$ cat src/rtl/bp_me_stream_pkg.sv
// bp_me_stream_pkg: message types, header layout and beat-count helper shared by
// the BP-Lite / BP-Stream serializer and its sub-modules.
`ifndef BP_ME_STREAM_PKG_SV
`define BP_ME_STREAM_PKG_SV

// Header layout, msg_type at the LSBs. Expanded inside a module so the address
// and payload widths follow that module's parameters.
`define BP_ME_STREAM_HDR_S(paddr_w, payload_w) \
    typedef struct packed { \
        logic [payload_w-1:0] payload; \
        logic [2:0]           size; \
        logic [paddr_w-1:0]   addr; \
        mem_msg_type_e        msg_type; \
    } mem_header_s

package bp_me_stream_pkg;

    typedef enum logic [3:0] {
        e_mem_msg_rd    = 4'd0,
        e_mem_msg_wr    = 4'd1,
        e_mem_msg_uc_rd = 4'd2,
        e_mem_msg_uc_wr = 4'd3,
        e_mem_msg_pre   = 4'd4
    } mem_msg_type_e;

    function automatic logic msg_is_wr(mem_msg_type_e t);
        return (t == e_mem_msg_uc_wr) || (t == e_mem_msg_wr);
    endfunction

    // Commands carry data on writes, responses carry data on reads.
    function automatic logic msg_has_data(mem_msg_type_e t, bit master);
        return master ? msg_is_wr(t) : !msg_is_wr(t);
    endfunction

    // Beats needed for one message: one per out_bytes of payload, at least one,
    // saturating at the number of lanes in the wide data word.
    function automatic int unsigned beat_count(logic has_data, logic [2:0] size,
                                               int unsigned out_bytes,
                                               int unsigned stream_words);
        int unsigned n;
        n = (32'd1 << size) / out_bytes;
        if (n == 32'd0) n = 32'd1;
        if (n > stream_words) n = stream_words;
        return has_data ? n : 32'd1;
    endfunction

endpackage

`endif

$ cat src/rtl/bp_lite_to_stream_if.sv
// bp_lite_to_stream_if: Lite-side input and Stream-side output signals of the
// serializer, plus a debug view of its FSM state.
//
// Handshake rule on both sides: a transfer happens on a rising clock edge where
// valid and ready are both high. Valid never waits for ready, and once valid is
// raised its payload stays stable until the transfer completes.
interface bp_lite_to_stream_if #(
    parameter int paddr_width_p    = 40,
    parameter int in_data_width_p  = 512,
    parameter int out_data_width_p = 64,
    parameter int payload_width_p  = 16
);
    localparam int hdr_w = 4 + paddr_width_p + 3 + payload_width_p;

    logic [hdr_w-1:0]            mem_header_i;
    logic [in_data_width_p-1:0]  mem_data_i;
    logic                        mem_v_i;
    logic                        mem_ready_o;

    logic [hdr_w-1:0]            mem_header_o;
    logic [out_data_width_p-1:0] mem_data_o;
    logic                        mem_v_o;
    logic                        mem_ready_i;
    logic                        mem_lock_o;

    logic [1:0]                  dbg_state;

    modport slave (
        input  mem_header_i, mem_data_i, mem_v_i, mem_ready_i,
        output mem_ready_o, mem_header_o, mem_data_o, mem_v_o, mem_lock_o, dbg_state
    );

    modport master (
        output mem_header_i, mem_data_i, mem_v_i, mem_ready_i,
        input  mem_ready_o, mem_header_o, mem_data_o, mem_v_o, mem_lock_o, dbg_state
    );
endinterface

$ cat src/rtl/bp_stream_beat_gen.sv
// bp_stream_beat_gen: beat counter plus per-beat lane and address generation.
// Optional macro BP_LITE_TO_STREAM_WRAP_EN selects critical-word-first order;
// without it beats always start at lane 0 of the aligned block.
module bp_stream_beat_gen #(
    parameter int paddr_width_p    = 40,
    parameter int out_data_width_p = 64,
    parameter int stream_words_p   = 8
) (
    input  logic                              clk_i,
    input  logic                              reset_n_i,
    input  logic                              start_i,
    input  logic                              adv_i,
    input  logic [$clog2(stream_words_p):0]   beats_i,
    input  logic [paddr_width_p-1:0]          addr_i,
    input  logic [2:0]                        size_i,
    output logic                              last_o,
    output logic [$clog2(stream_words_p)-1:0] lane_o,
    output logic [paddr_width_p-1:0]          addr_o
);
    localparam int lane_w = $clog2(stream_words_p);
    localparam int off_w  = $clog2(out_data_width_p / 8);
    localparam logic [2:0] off_sz = 3'(off_w);

    logic [lane_w:0]          cnt;
    logic [paddr_width_p-1:0] size_mask;
    logic [paddr_width_p-1:0] base;
    logic [lane_w-1:0]        lane_mask;
    logic [lane_w-1:0]        start;

    // Beat counter: cleared when a message is captured, stepped per handshake.
    always_ff @(posedge clk_i or negedge reset_n_i) begin
        if (!reset_n_i)  cnt <= '0;
        else if (start_i) cnt <= '0;
        else if (adv_i)   cnt <= last_o ? '0 : cnt + 1'b1;
    end

    assign last_o = (cnt == beats_i - 1'b1);

    // Lane and address of the current beat. Beat counts are powers of two, so
    // the modulo over the beat count is a mask.
    always_comb begin
        size_mask = (paddr_width_p'(1) << size_i) - paddr_width_p'(1);
        base      = addr_i & ~size_mask;
        lane_mask = lane_w'(beats_i - 1'b1);
`ifdef BP_LITE_TO_STREAM_WRAP_EN
        start     = lane_w'((addr_i & size_mask) >> off_w);
`else
        start     = '0;
`endif
        lane_o    = (start + lane_w'(cnt)) & lane_mask;
        if (size_i < off_sz) addr_o = addr_i;
        else                 addr_o = base + (paddr_width_p'(lane_o) << off_w);
    end
endmodule

$ cat src/rtl/bp_lite_to_stream.sv
// bp_lite_to_stream: serializes one BP-Lite message (header + wide data) into a
// BP-Stream of narrow beats, each with its own header and lock flag.
// Optional macro BP_LITE_TO_STREAM_WRAP_EN enables critical-word-first order.
module bp_lite_to_stream
    import bp_me_stream_pkg::*;
#(
    parameter int paddr_width_p    = 40,
    parameter int in_data_width_p  = 512,
    parameter int out_data_width_p = 64,
    parameter bit master_p         = 0,
    parameter int payload_width_p  = 16
) (
    input logic               clk_i,
    input logic               reset_n_i,
    bp_lite_to_stream_if.slave io
);
    localparam int out_bytes_lp    = out_data_width_p / 8;
    localparam int stream_words_lp = in_data_width_p / out_data_width_p;
    localparam int cnt_w_lp        = $clog2(stream_words_lp) + 1;
    localparam int lane_w_lp       = $clog2(stream_words_lp);

    localparam logic [1:0] e_reset  = 2'd0;
    localparam logic [1:0] e_ready  = 2'd1;
    localparam logic [1:0] e_stream = 2'd2;

    `BP_ME_STREAM_HDR_S(paddr_width_p, payload_width_p);

    mem_header_s                in_hdr;
    mem_header_s                hdr_r;
    mem_header_s                out_hdr;
    logic [in_data_width_p-1:0] data_r;
    logic [cnt_w_lp-1:0]        beats_r;
    logic [cnt_w_lp-1:0]        in_beats;
    logic                       has_data_r;
    logic                       in_has_data;
    logic [1:0]                 state_r;
    logic                       accept;
    logic                       beat_hs;
    logic                       last;
    logic [lane_w_lp-1:0]       lane;
    logic [paddr_width_p-1:0]   beat_addr;

    assign in_hdr      = io.mem_header_i;
    assign in_has_data = msg_has_data(in_hdr.msg_type, master_p);
    assign in_beats    = cnt_w_lp'(beat_count(in_has_data, in_hdr.size,
                                              out_bytes_lp, stream_words_lp));
    assign accept      = (state_r == e_ready) && io.mem_v_i;
    assign beat_hs     = (state_r == e_stream) && io.mem_ready_i;

    // Control: leave reset, take one message in e_ready, drain it in e_stream.
    always_ff @(posedge clk_i or negedge reset_n_i) begin
        if (!reset_n_i) begin
            state_r <= e_reset;
        end else begin
            case (state_r)
                e_reset:  state_r <= e_ready;
                e_ready:  if (io.mem_v_i) state_r <= e_stream;
                e_stream: if (beat_hs && last) state_r <= e_ready;
                default:  state_r <= e_ready;
            endcase
        end
    end

    // Capture the accepted message; it stays put while its beats go out.
    always_ff @(posedge clk_i or negedge reset_n_i) begin
        if (!reset_n_i) begin
            hdr_r      <= '0;
            data_r     <= '0;
            beats_r    <= '0;
            has_data_r <= 1'b0;
        end else if (accept) begin
            hdr_r      <= in_hdr;
            data_r     <= io.mem_data_i;
            beats_r    <= in_beats;
            has_data_r <= in_has_data;
        end
    end

    bp_stream_beat_gen #(
        .paddr_width_p   (paddr_width_p),
        .out_data_width_p(out_data_width_p),
        .stream_words_p  (stream_words_lp)
    ) beat_gen (
        .clk_i    (clk_i),
        .reset_n_i(reset_n_i),
        .start_i  (accept),
        .adv_i    (beat_hs),
        .beats_i  (beats_r),
        .addr_i   (hdr_r.addr),
        .size_i   (hdr_r.size),
        .last_o   (last),
        .lane_o   (lane),
        .addr_o   (beat_addr)
    );

    // Per-beat header: the captured header with the beat's own address.
    always_comb begin
        out_hdr      = hdr_r;
        out_hdr.addr = beat_addr;
    end

    assign io.mem_header_o = out_hdr;
    assign io.mem_data_o   = has_data_r
                           ? data_r[int'(lane)*out_data_width_p +: out_data_width_p]
                           : '0;
    assign io.mem_ready_o  = (state_r == e_ready);
    assign io.mem_v_o      = (state_r == e_stream);
    assign io.mem_lock_o   = (state_r == e_stream) && !last;
    assign io.dbg_state    = state_r;
endmodule

$ cat src/flat_wrapper.sv
// flat-port wrapper written by rule: the top's interface ports become plain ports
module bp_lite_to_stream_flat import bp_me_stream_pkg::*;
#(
    parameter int paddr_width_p    = 40,
    parameter int in_data_width_p  = 512,
    parameter int out_data_width_p = 64,
    parameter bit master_p         = 0,
    parameter int payload_width_p  = 16
)
  (clk_i, reset_n_i, io_mem_header_i, io_mem_data_i, io_mem_v_i, io_mem_ready_i, io_mem_ready_o, io_mem_header_o, io_mem_data_o, io_mem_v_o, io_mem_lock_o, io_dbg_state);
  bp_lite_to_stream_if #(.paddr_width_p(paddr_width_p), .in_data_width_p(in_data_width_p), .out_data_width_p(out_data_width_p), .payload_width_p(payload_width_p)) io_i ();
  input logic clk_i;
  input logic reset_n_i;
  input wire logic [$bits(io_i.mem_header_i)-1:0] io_mem_header_i;
  input wire logic [$bits(io_i.mem_data_i)-1:0] io_mem_data_i;
  input wire logic [$bits(io_i.mem_v_i)-1:0] io_mem_v_i;
  input wire logic [$bits(io_i.mem_ready_i)-1:0] io_mem_ready_i;
  output wire logic [$bits(io_i.mem_ready_o)-1:0] io_mem_ready_o;
  output wire logic [$bits(io_i.mem_header_o)-1:0] io_mem_header_o;
  output wire logic [$bits(io_i.mem_data_o)-1:0] io_mem_data_o;
  output wire logic [$bits(io_i.mem_v_o)-1:0] io_mem_v_o;
  output wire logic [$bits(io_i.mem_lock_o)-1:0] io_mem_lock_o;
  output wire logic [$bits(io_i.dbg_state)-1:0] io_dbg_state;
  assign io_i.mem_header_i = io_mem_header_i;
  assign io_i.mem_data_i = io_mem_data_i;
  assign io_i.mem_v_i = io_mem_v_i;
  assign io_i.mem_ready_i = io_mem_ready_i;
  assign io_mem_ready_o = io_i.mem_ready_o;
  assign io_mem_header_o = io_i.mem_header_o;
  assign io_mem_data_o = io_i.mem_data_o;
  assign io_mem_v_o = io_i.mem_v_o;
  assign io_mem_lock_o = io_i.mem_lock_o;
  assign io_dbg_state = io_i.dbg_state;
  bp_lite_to_stream #(.paddr_width_p(paddr_width_p), .in_data_width_p(in_data_width_p), .out_data_width_p(out_data_width_p), .master_p(master_p), .payload_width_p(payload_width_p)) u_core (.clk_i(clk_i), .reset_n_i(reset_n_i), .io(io_i));
endmodule
$ cat config.mk
export PLATFORM = sky130hd
export DESIGN_NAME = bp_lite_to_stream_flat
export DESIGN_NICKNAME = d
export VERILOG_FILES = /design/src/rtl/bp_me_stream_pkg.sv /design/src/rtl/bp_lite_to_stream_if.sv /design/src/rtl/bp_stream_beat_gen.sv /design/src/rtl/bp_lite_to_stream.sv /design/src/flat_wrapper.sv
export SDC_FILE = /design/constraint.sdc
export NUM_CORES = 2
export LEC_CHECK = 0
export CAP_MARGIN = 40
export CORE_AREA = 2 2 280 282
export CTS_CLUSTER_DIAMETER = 150
export DETAILED_ROUTE_END_ITERATION = 8
export DIE_AREA = 0 0 282 284
export DONT_BUFFER_PORTS = 1
export SYNTH_ARGS = -nofsm -noshare
export SYNTH_HDL_FRONTEND = slang
export SYNTH_SLANG_ARGS = --single-unit
$ cat constraint.sdc
create_clock -name clk_i -period 5 [get_ports clk_i]
set_input_delay 0.25 -clock clk_i [delete_from_list [all_inputs] [get_ports clk_i]]
set_output_delay 0.25 -clock clk_i [all_outputs]
set_load 0.01 [all_outputs]
# == After elaboration in Yosys (flattened, before gate mapping) ==
# Cells that the tools add are included.
# totals
reg_bits,586
input_bits,579
output_inout_bits,132
wordCells,49
# classes
add_sub_neg,4
order_cmp,2
n_eq_ne,7
shift,3
n_mux,11
bitwise,3
n_reduce_logical,10
# ops
op,n
$shiftx 512x10->64,1
$mux 64,1
$add 40x6->40,1
$and 40x40->40,1
$mux 40,1
$not 40->40,1
$shl 1x3->40 const A,1
$sub 40x2->40 const B,1
$logic_not 32->1,1
$shl 1x3->32 const A,1
$gt 29x4->1 const B,1
$mux 29,1
$mux 4,5
$add 4x1->4 const B,1
$eq 4x1->1 const B,1
$eq 4x2->1 const B,1
$eq 4x4->1,1
$logic_and 1x1->1,4
$mux 2,2
$pmux 2 s2,1
$sub 4x1->4 const B,1
$and 3x3->3,1
$lt 3x2->1 const B,1
$eq 2x1->1 const B,1
other kinds (7),8

# == Logic depth before layout (Yosys ltp) ==
# depth
word_depth,6
ltp_mapped,11

# == Hierarchy ==
# A second synthesis with hierarchy kept.
# unflattened
cells_unflattened,3100
hier_area_um2,27827.9
# modules_own_cells
module,n_inst,cells_each,area_per_inst_um2,seq_area_each_um2
bp_lite_to_stream,1,2919,26519.2,14564.0
bp_stream_beat_gen,1,181,1308.8,100.1

# == Worst setup path before layout ==
# No wires, ideal clock.
# synth_timing
path_type,reg-to-output
start,register u_core.beats_r[0]
end,output io_mem_header_o[38]
t_arrival_ns,2.383
slack_ns,2.367
stages_incl_launch_ff,12
n_path_buf,1
cell_sequence,dfrtp_1 inv_1 ha_1 xor2_1 ha_1 ha_1 nand3_1 a221oi_2 and2_1 buf_2 nand4_1 xnor2_1
# synth_between
elab_chain_len,4
# synth_lines
item,line_no,rtl
start: declaration,bp_lite_to_stream.sv:32,logic [cnt_w_lp-1:0] beats_r;
start signal: assignment,bp_lite_to_stream.sv:74,beats_r <= in_beats;
$sub 4x1->4,bp_stream_beat_gen.sv:44,lane_mask = lane_w'(beats_i - 1'b1);
$and 3x3->3,bp_stream_beat_gen.sv:50,lane_o = (start + lane_w'(cnt)) & lane_mask;
$add 40x6->40,bp_stream_beat_gen.sv:52,else addr_o = base + (paddr_width_p'(lane_o) << off_w);
$mux 40,bp_stream_beat_gen.sv:51,if (size_i < off_sz) addr_o = addr_i;
end: declaration,flat_wrapper.sv:19,output wire logic [$bits(io_i.mem_header_o)-1:0] io_mem_header_o;
# Every way passes these cells.

# == Final worst setup path ==
# layout_timing
start,register u_core.hdr_r (netlist bit u_core.io.mem_header_o[45])
end,output io_mem_header_o[43]
# layout_between
elab_chain_len,6
word_cells_on_any_way,7
classes_between,add/sub (2); order compare (1); shift (1); mux (1); bitwise (2)
# layout_lines
item,line_no,rtl
start: declaration,bp_lite_to_stream.sv:29,mem_header_s hdr_r;
start signal: assignment,bp_lite_to_stream.sv:72,hdr_r <= in_hdr;
$shl 1x3->40,bp_stream_beat_gen.sv:42,size_mask = (paddr_width_p'(1) << size_i) - paddr_width_p'(1);
$sub 40x2->40,bp_stream_beat_gen.sv:42,
$not 40->40,bp_stream_beat_gen.sv:43,base = addr_i & ~size_mask;
$and 40x40->40,bp_stream_beat_gen.sv:43,
$add 40x6->40,bp_stream_beat_gen.sv:52,
$mux 40 (*),bp_stream_beat_gen.sv:51,
# Every way passes the cells marked *; elsewhere a longest branch is shown, timed or not.

==> metrics.txt <==
CP max FO=8; via count=~23000; core area=0.0770 mm^2; Main synth FF type=dfrtp_1; clock-pin slew on the worst setup and hold paths=60 ps; total I/O pin count=slightly above 700; Slew @ Worst Pin=about 1800 ps; post-route cell area=0.0365 mm^2; syn_nets=approximately 3500; first-pass GRT wire length=roughly 140 mm; CTS root buf=clkbuf_16; post-CTS setup buffers=0; Routed Antenna Nets=0; met2 Track Usage GR=a little over a third; Port Buf Inserts=0; gr ovfl total=0; Pint=about 13 mW; fin nets=approximately 4000; worst skew pair latency=around 610 ps; Post-synth EDFFs=0; router iterations before antenna repair=7; yosys warns=0; crit path buf inv count=0; minimum clock period=3840 ps; Switching Fraction=37.6%; drt wl/cell=~20 um; CTS tree=done; Resized cells post-CTS=0; GR met3 Demand/Resource=5.96%; Max Fclk=between 0.2 and 0.3 GHz; chip width=between 200 and 300 um; Yosys top cell area share=~54%; largest net degree at the start of global routing=approximately 590; detailed-placement wirelength estimate=approximately 59 mm; Setup CP Type=flop to output pin; Syn Inst Count=~2900; Syn Area/Cell=between 9 and 10 um^2; sequential fraction of the synthesis area=a little over half; Synth area leader=dfrtp_1; maximum VDD drop=333 uV; mapped cell area=about 0.027 mm^2; setup TNS=0 ps; reg2reg end=u_core.beats_r[2]; Initial Utilization=35.2%; Slew HR=-19.2%; GR peak layer=met2; Area Growth Syn to Fin=34.6%; Cell variety after synth=48; DRC=0; Post-synth ARST share=between 90% and 100%; DIE AREA=approximately 0.08 mm^2; Final setup viols=0; share of layout cells above drive strength 1=8.16%; Placed Area=~0.028 mm^2; status=finished, violations left; #FFs+latches synth=586; Reg power frac=slightly above 40%; top post-synthesis cells by area=dfrtp_1 54%, nand2_1 24%, mux4_2 11%, mux2i_1 2.4%, clkbuf_1 2.0%; hold_ws=-648 ps; period utilisation layout=approximately 77%; skew final=about 31 ps; H-tree Lvls=3; hold-fix buffers at CTS=approximately 590; initial antenna violation count=14; CTS buffer count=slightly below 70; Worst R2R Setup Slack=~2400 ps; Critical Path Max Stage Delay=about 740 ps; detail-routed via count per cell=a little over 5; Total Wirelength=92.7 mm; Crit. End Element=output pin; RSZ-0062 raised after global routing=false; slowest cell on the critical path=nor4_1; vias in the first global route=approximately 25000; most instantiated cells after synthesis=1745 x nand2_1, 586 x dfrtp_1, 145 x clkbuf_1; M1 GR Usage=28.3%; Worst Path Required=between 4000 and 5000 ps; Pleak=between 15 and 20 nW; drt initial violations=a little over 2000; maxcap violations=0; Startpoint Class=flop; CP cell instances=nand3_1, ha_1, nand4b_1, nor4_1, and4_1, nand2_1, xor2_1; Routability Congestion=roughly 0.97; delay-heaviest family, CP=simple AND/OR/NAND/NOR gates; Die H=about 280 um; clock sink count=slightly below 600; Pins Over Slew Limit=236; Comb power frac=34.4%; GRT Util Overall=between 20 and 25%; P per Cell Area=589 mW/mm^2; Fin. Hold Viols=~600; clock power share=~25%; CTS max path bufs=3; worst flop-to-flop path startpoint=u_core.io.dbg_state[1]; Critical Path AT=3590 ps; most common cell in the netlist=nand2_1; Hold WC Path Type=input port to async pin; P_sw=8.08 mW; worst-case reg-to-reg path depth=5; row cnt=between 100 and 150; failing checks=hold timing, slew limit
==> state kept, by name, indices dropped and copies added, names as in the netlist <==
name and flops:
u_core.data_r 512, u_core.hdr_r 40, u_core.io.mem_header_o 23, u_core.beat_gen.cnt 4
u_core.beats_r 4, u_core.io.dbg_state 2, u_core.has_data_r 1
==> through the flow <==
stage	util (%)	total power, mW	cells	setup slack (ps)	hold WS (ps)
after global placement	36.5	15.3	3822	1800	-33.5
final	47.4	21.5	4550	1160	-648
after detailed placement	36.6	15.5	3823	1810	-34.3
after CTS	47.3	21.3	4533	1150	-701
after floorplan	-	13.3	2928	2370	-45.6
after global routing	47.4	22.8	4546	962	-688
==> routing by layer <==
metal  wire length (um)  up-vias
met4               4380        0
met3               7450      298
li1                   -    10349
met1              36400    11334
met2              44500     1107
met5                  0        -
==> layout by cell type, fill, tap and decap left out, types with 3 or more instances in the layout <==
cell type / Yosys / routed
xor2_1: 10 / 10
bufinv_16: 0 / 8
nand2_1: 1745 / 1744
buf_12: 0 / 12
clkbuf_16: 0 / 70
a21oi_1: 10 / 10
nand4_1: 8 / 8
nor3_1: 3 / 3
xnor2_1: 27 / 27
dfrtp_1: 586 / 585
nand4b_1: 3 / 3
mux2_2: 3 / 3
nor2_1: 14 / 14
ha_4: 0 / 3
diode_2: 0 / 17
and2_1: 6 / 6
clkinv_2: 0 / 6
o21ai_0: 10 / 10
nor3b_1: 3 / 3
buf_4: 0 / 15
clkbuf_1: 145 / 15
dlygate4sd3_1: 0 / 587
mux2i_1: 64 / 64
nor2b_1: 68 / 68
inv_1: 9 / 9
clkinv_8: 0 / 3
clkbuf_8: 0 / 16
nor4_2: 3 / 3
mux4_2: 128 / 128
ha_1: 9 / 6
nand3_1: 16 / 16
==> worst max-delay path by stage <==
stage / startpoint / endpoint / slack (ps) / depth (start not counted)
2_1_floorplan: u_core.beats_r[0] / io_mem_header_o[38] / 2370 / 11
3_3_place_gp: u_core.beats_r[0] / io_mem_data_o[41] / 1800 / 8
3_5_place_dp: u_core.beats_r[0] / io_mem_data_o[41] / 1810 / 8
4_1_cts: u_core.beats_r[0] / io_mem_data_o[41] / 1150 / 8
5_1_grt: u_core.beats_r[0] / io_mem_data_o[40] / 960 / 7
6_report: u_core.io.mem_header_o[45] / io_mem_header_o[43] / 1160 / 7
==> power groups by stage <==
stage / registers, mW / logic, mW / clock network, mW
floorplan: 7.99 / 5.36 / 0
global route: 8.97 / 8.20 / 5.65
global placement: 8.70 / 6.61 / 0
CTS: 8.65 / 7.28 / 5.42
finish: 8.78 / 7.38 / 5.32
detailed placement: 8.69 / 6.80 / 0
==> area by class of cell <==
class | instances | area (um^2)
fillers | 6803 | 40500
flip-flops and latches | 586 | 14700
multi-input cells | 2160 | 11800
repair buffers | 615 | 6260
clock buffers | 101 | 2030
well taps | 1040 | 1300
clock inverters | 22 | 362
diodes | 17 | 42.5
inverters | 9 | 33.8
==> logic make-up after synthesis <==
group / after synthesis / synth area share (%)
muxes: 195 / 13.1
buffers and inverters: 182 / 2.59
xor gates and xnor gates: 37 / 1.20
adders and majority gates: 10 / 0.490
DFF: 586 / 54.2
and+or+nand+nor: 1886 / 27.6
AOI/OAI and AO/OA: 32 / 0.855
Note: power is estimated with default switching activity, not from simulation.
